### src/rtl/weight_loader_pkg.sv
// Shared types and constants for the weight loader: FSM states and the
// header word layout of the incoming weight segment stream.
package weight_loader_pkg;

  typedef enum logic [1:0] {
    HDR  = 2'd0,
    DATA = 2'd1,
    DROP = 2'd2,
    DONE = 2'd3
  } state_t;

  localparam int unsigned HDR_CNT_MSB  = 31;
  localparam int unsigned HDR_CNT_LSB  = 16;
  localparam int unsigned HDR_ADDR_MSB = 15;
  localparam int unsigned HDR_ADDR_LSB = 0;
  localparam int unsigned WEIGHT_BUS_W = 32;

endpackage

### src/rtl/weight_loader.sv
// Converts a stream of (header, payload...) weight segments into registered
// single-word writes on the shared weight bus of the model.
module weight_loader
  import weight_loader_pkg::*;
#(
  parameter int unsigned MAX_ADDR  = 137,
  parameter int unsigned CNT_WIDTH = 16
) (
  input  logic                    clk,
  input  logic                    rst_n,
  input  logic                    load_start,
  input  logic [31:0]             s_data,
  input  logic                    s_valid,
  output logic                    s_ready,
  output logic [WEIGHT_BUS_W-1:0] weight_wr_data,
  output logic [WEIGHT_BUS_W-1:0] weight_wr_addr,
  output logic                    weight_wr_en,
  output logic                    load_done,
  output logic                    load_err,
  output logic [31:0]             word_cnt
);

  state_t                   state, state_next;
  logic [CNT_WIDTH-1:0]     remaining;
  logic [WEIGHT_BUS_W-1:0]  addr;
  logic                     accept;
  logic                     last_word;
  logic                     hdr_oob;
  logic [HDR_CNT_MSB-HDR_CNT_LSB:0]   hdr_cnt;
  logic [HDR_ADDR_MSB-HDR_ADDR_LSB:0] hdr_addr;
  logic [32:0]              hdr_end;

  assign hdr_cnt  = s_data[HDR_CNT_MSB:HDR_CNT_LSB];
  assign hdr_addr = s_data[HDR_ADDR_MSB:HDR_ADDR_LSB];
  // Last address of the segment in 33 bits so B+N-1 never wraps.
  assign hdr_end  = 33'(hdr_addr) + 33'(hdr_cnt) - 33'd1;
  assign hdr_oob  = hdr_end > 33'(MAX_ADDR);

  // rst_n gates ready so no word is taken while reset is held.
  assign s_ready   = rst_n && (state != DONE) && !load_start;
  assign accept    = s_valid && s_ready;
  assign last_word = (remaining == CNT_WIDTH'(1));

  always_ff @(posedge clk or negedge rst_n) begin
    if (!rst_n) state <= HDR;
    else        state <= state_next;
  end

  always_comb begin
    state_next = state;
    if (load_start) begin
      state_next = HDR;
    end else if (accept) begin
      case (state)
        HDR: begin
          if (hdr_cnt == '0)  state_next = DONE;
          else if (hdr_oob)   state_next = DROP;
          else                state_next = DATA;
        end
        DATA, DROP: if (last_word) state_next = HDR;
        default:    state_next = state;
      endcase
    end
  end

  always_ff @(posedge clk or negedge rst_n) begin
    if (!rst_n) begin
      remaining      <= '0;
      addr           <= '0;
      weight_wr_en   <= 1'b0;
      weight_wr_addr <= '0;
      weight_wr_data <= '0;
      load_done      <= 1'b0;
      load_err       <= 1'b0;
      word_cnt       <= '0;
    end else begin
      weight_wr_en <= 1'b0;
      if (load_start) begin
        load_done <= 1'b0;
        load_err  <= 1'b0;
        word_cnt  <= '0;
      end else if (accept) begin
        case (state)
          HDR: begin
            if (hdr_cnt == '0) begin
              load_done <= 1'b1;
            end else begin
              remaining <= CNT_WIDTH'(hdr_cnt);
              if (hdr_oob) load_err <= 1'b1;
              else         addr     <= WEIGHT_BUS_W'(hdr_addr);
            end
          end
          DATA: begin
            weight_wr_en   <= 1'b1;
            weight_wr_addr <= addr;
            weight_wr_data <= s_data;
            addr           <= addr + 1'b1;
            remaining      <= remaining - 1'b1;
            if (word_cnt != '1) word_cnt <= word_cnt + 1'b1;
          end
          DROP:    remaining <= remaining - 1'b1;
          default: ;
        endcase
      end
    end
  end

endmodule

### config.mk
export PLATFORM = sky130hd
export DESIGN_NAME = weight_loader
export DESIGN_NICKNAME = d
export VERILOG_FILES = /design/src/rtl/weight_loader_pkg.sv /design/src/rtl/weight_loader.sv
export SDC_FILE = /design/constraint.sdc
export NUM_CORES = 1
export LEC_CHECK = 0
export BUFFER_PORTS_ARGS = -buffer_cell sky130_fd_sc_hd__buf_4
export CORE_MARGIN = 3
export CORE_UTILIZATION = 55
export CTS_CLUSTER_DIAMETER = 120
export DETAILED_ROUTE_END_ITERATION = 10
export GPL_TIMING_DRIVEN = 0
export PLACE_DENSITY = 0.78
export SYNTH_ARGS = -nofsm -noshare
export SYNTH_HDL_FRONTEND = slang
export SYNTH_SLANG_ARGS = --single-unit
### constraint.sdc
create_clock -name clk -period 5.72 [get_ports clk]
set_clock_uncertainty 0.15 [all_clocks]
set_input_delay 0.286 -clock clk [delete_from_list [all_inputs] [get_ports clk]]
set_output_delay 0.286 -clock clk [all_outputs]
set_load 0.05 [all_outputs]
==> flow_metrics.tcl <==
set metrics [dict create \
    h-tree-depth 4 \
    cap_viol_max_count 0 \
    yosysMostFrequentCell "nand2_1" \
    fin_crit_sh 0.697 \
    outcome "complete, no violations" \
    hold_class "in -> reg" \
    synth_commonest_cells "nand2_1, dfrtp_1, inv_1" \
    cts_hold_buffers 4 \
    cts_tree "built" \
    fp.dieH_um 130 \
    synth-adder-area-share 0.0588 \
    gp_congestion 0.893 \
    yosysUniqueCellTypes 64 \
    period_minus_slack_ns 3.99 \
    required_ns 5.94 \
    netlist_top_cells_area "dfrtp_1, nand2_1, ha_1, o21ai_0, inv_1" \
    leakagePower_uw 0.00497 \
    synth_xor_xnor_area_share 0.0332 \
    avgSynthCellArea_um2 8.43 \
    worst_slew_pin_slew_ns 0.804 \
    syn_inst 1000 \
    yosysTopAreaCell "dfrtp_1" \
    yosys_warnings 0 \
    max_stage_delay_ns 0.53 \
    finalWirelength_mm 23.3 \
    ys_seq_elements 149 \
    multi_input_area_um2 4200 \
    num_rows 44 \
    post_cts_buffers 0 \
    cp_slowest_cell "dlygate4sd3_1" \
    wire_per_inst_um 17.2 \
    cts_resized 0 \
    fp.coreArea_um2 14800 \
    cts_sinks 149 \
    portBuffers 134 \
    diodes 0 \
    vias 7885 \
    hold_violations 0 \
    grt_pass1_wl_mm 37.6 \
    start_util 0.572 \
    synthDominantCellAreaShare 0.442 \
    die-area_um2 16900 \
    die_w_um 130 \
    cts-root-buf "clkbuf_16" \
    setup_viol 0 \
    cpLargestDelayFamily "compound AO/OA/AOI/OAI gates" \
    grt_pass1_vias 7499 \
    syn_area_um2 8430 \
    grt.total_usage 0.281 \
    max_clock_freq_ghz 0.251 \
    syn2layout_area_growth_pct 22.6 \
    register_area_um2 3730 \
    clock_latency_ns 0.43 \
    criticalPathCategory "in -> reg" \
    dr.pass1.iters 5 \
    synth_edf_count 0 \
    drive_gt1_frac 0.159 \
    power_density_nw_per_um2 281 \
    viasPerCell 5.82 \
    antenna_found_initial 0 \
    synth_top_family_by_area "simple AND/OR/NAND/NOR gates" \
    ioPinCount 136 \
    cp-start-kind "primary input" \
    synth_seq_area_share 0.442 \
    crit_path_end_kind "flip-flop" \
    synth_compound_area_frac 0.167 \
    critPathMaxFanout 10 \
    relSlewSlack 0.459 \
    overflow 0 \
    fin_nets 1233 \
    clock_path_buffers 2 \
    place_hpwl_mm 16.9 \
    critical_path.cell_chain "dlygate4sd3_1 -> buf_4 -> inv_1 -> ha_1 -> inv_1 -> ha_1 -> nand2_1 -> a211o_1 -> a311o_1 -> o211ai_1 -> mux2_2 -> nor4_2 -> a31oi_1 -> buf_2 -> nor2_1 -> a221o_1" \
    finalMaxSlewViolations 0 \
    drtIter0Drc 673 \
    yosys.area_share.simple 0.234 \
    syn-num-nets 1075 \
    cts_made_buffers 17 \
    worstPathArrival_ns 4.20 \
    tns_ns 0 \
    drtAntennaViolNets 0 \
    drc_errors 0 \
    holdWs_ns 0.0141 \
    synth_ff_type "dfrtp_1" \
    n_fill_cell 1201 \
    rsz0062_at_grt "false" \
    synthMuxAreaShare 0.00504 \
    path_buf_inv 5 \
    ir_worst_vdd_uv 217 \
    grt_max_degree 78 \
    clk_pin_slew_ns 0.06 \
    async_flop_share 1.00 \
]
==> sequential cells by signal, indices dropped and copies added, names as in the netlist <==
register / cells
weight_wr_en: 1
load_done: 1
state: 2
addr: 32
weight_wr_addr: 32
weight_wr_data: 32
remaining: 16
word_cnt: 32
load_err: 1
==> report_power, final <==
part           switching (uW)  leakage, uW  internal, uW
registers                 128      0.00200          1150
clock network             459     0.000290           670
logic                     288      0.00267           209
==> final timing paths <==
path	start	end	slack, ns	cells past startpoint
hold reg to reg	weight_wr_addr[25]	weight_wr_addr[25]	0.32	2
setup reg to reg	state[0]	word_cnt[23]	2.56	12
max in group asynchronous	rst_n	addr[0]	4.30	3
setup / recovery	s_data[26]	addr[4]	1.73	16
min in group asynchronous	rst_n	weight_wr_en	0.29	2
hold / removal	s_data[24]	remaining[8]	0.01	3
==> through the flow <==
| step | worst slack, ns | util | total power (uW) | std cells | area (um2) |
|---|---|---|---|---|---|
| finish | 1.73 | 0.701 | 2900 | 1355 | 10300 |
| global route | 1.58 | 0.701 | 3030 | 1355 | 10300 |
| CTS | 1.78 | 0.701 | 2910 | 1355 | 10300 |
| detailed placement | 1.65 | 0.657 | 1780 | 1319 | 9700 |
| global placement | 1.24 | 0.655 | 1760 | 1318 | 9670 |
| floorplan | 2.19 | - | 1610 | 1000 | 8430 |
==> worst reg2reg max path: cells and delay by family (launching register included) <==
family | cells | cell delay, ns
AND/OR/NAND/NOR | 7 | 1.41
buffers and inverters | 2 | 0.45
flip-flops | 1 | 0.42
AO/OA/AOI/OAI | 1 | 0.24
adder cells (fa/ha/maj) | 1 | 0.22
XOR/XNOR | 1 | 0.15
==> per-layer routing <==
metal | GRT usage | vias to the layer above | part of all wire
met5 | 0 | - | 0
met4 | 0.0911 | 0 | 0.026
met3 | 0.0544 | 39 | 0.061
met2 | 0.458 | 300 | 0.47
met1 | 0.381 | 3745 | 0.44
li1 | - | 3801 | -
==> layout make-up <==
type / instances / share of cell area
flip-flops and latches: 149 / 0.361
clock inverters: 13 / 0.0142
multi-input cells: 720 / 0.406
plain buffers: 47 / 0.0188
clock buffers: 19 / 0.0438
inverters: 84 / 0.0305
repair buffers: 139 / 0.104
well taps: 184 / 0.0223
==> placed cells by master, fill, tap and decap left out, types with 5 or more instances in the layout <==
cell type	count
nand2_1	178
nor2_1	65
a211o_1	8
nor3_1	31
nand3b_1	6
o21ai_0	81
and2_1	8
a21o_1	5
ha_1	38
a31oi_1	10
or3_1	16
o31ai_1	9
xor2_1	21
or4_1	8
dfrtp_1	149
nand2b_1	6
nand4_1	18
clkbuf_16	17
xnor2_1	11
o21ai_1	7
nor2b_1	6
o22ai_1	17
a21oi_1	48
and3_1	6
buf_4	134
and4_1	6
o211ai_1	11
inv_1	84
nand3_1	38
clkbuf_1	37
nor4_1	11
==> cells by family (layout without fill, tap and decap cells) <==
| family | Yosys count | count (layout) |
|---|---|---|
| compound gates | 229 | 229 |
| xor+xnor | 32 | 32 |
| flops | 149 | 149 |
| buf+inv | 131 | 302 |
| fa+ha+maj | 39 | 39 |
| simple gates | 416 | 416 |
| mux | 4 | 4 |
(Power assumes the default switching activity.)
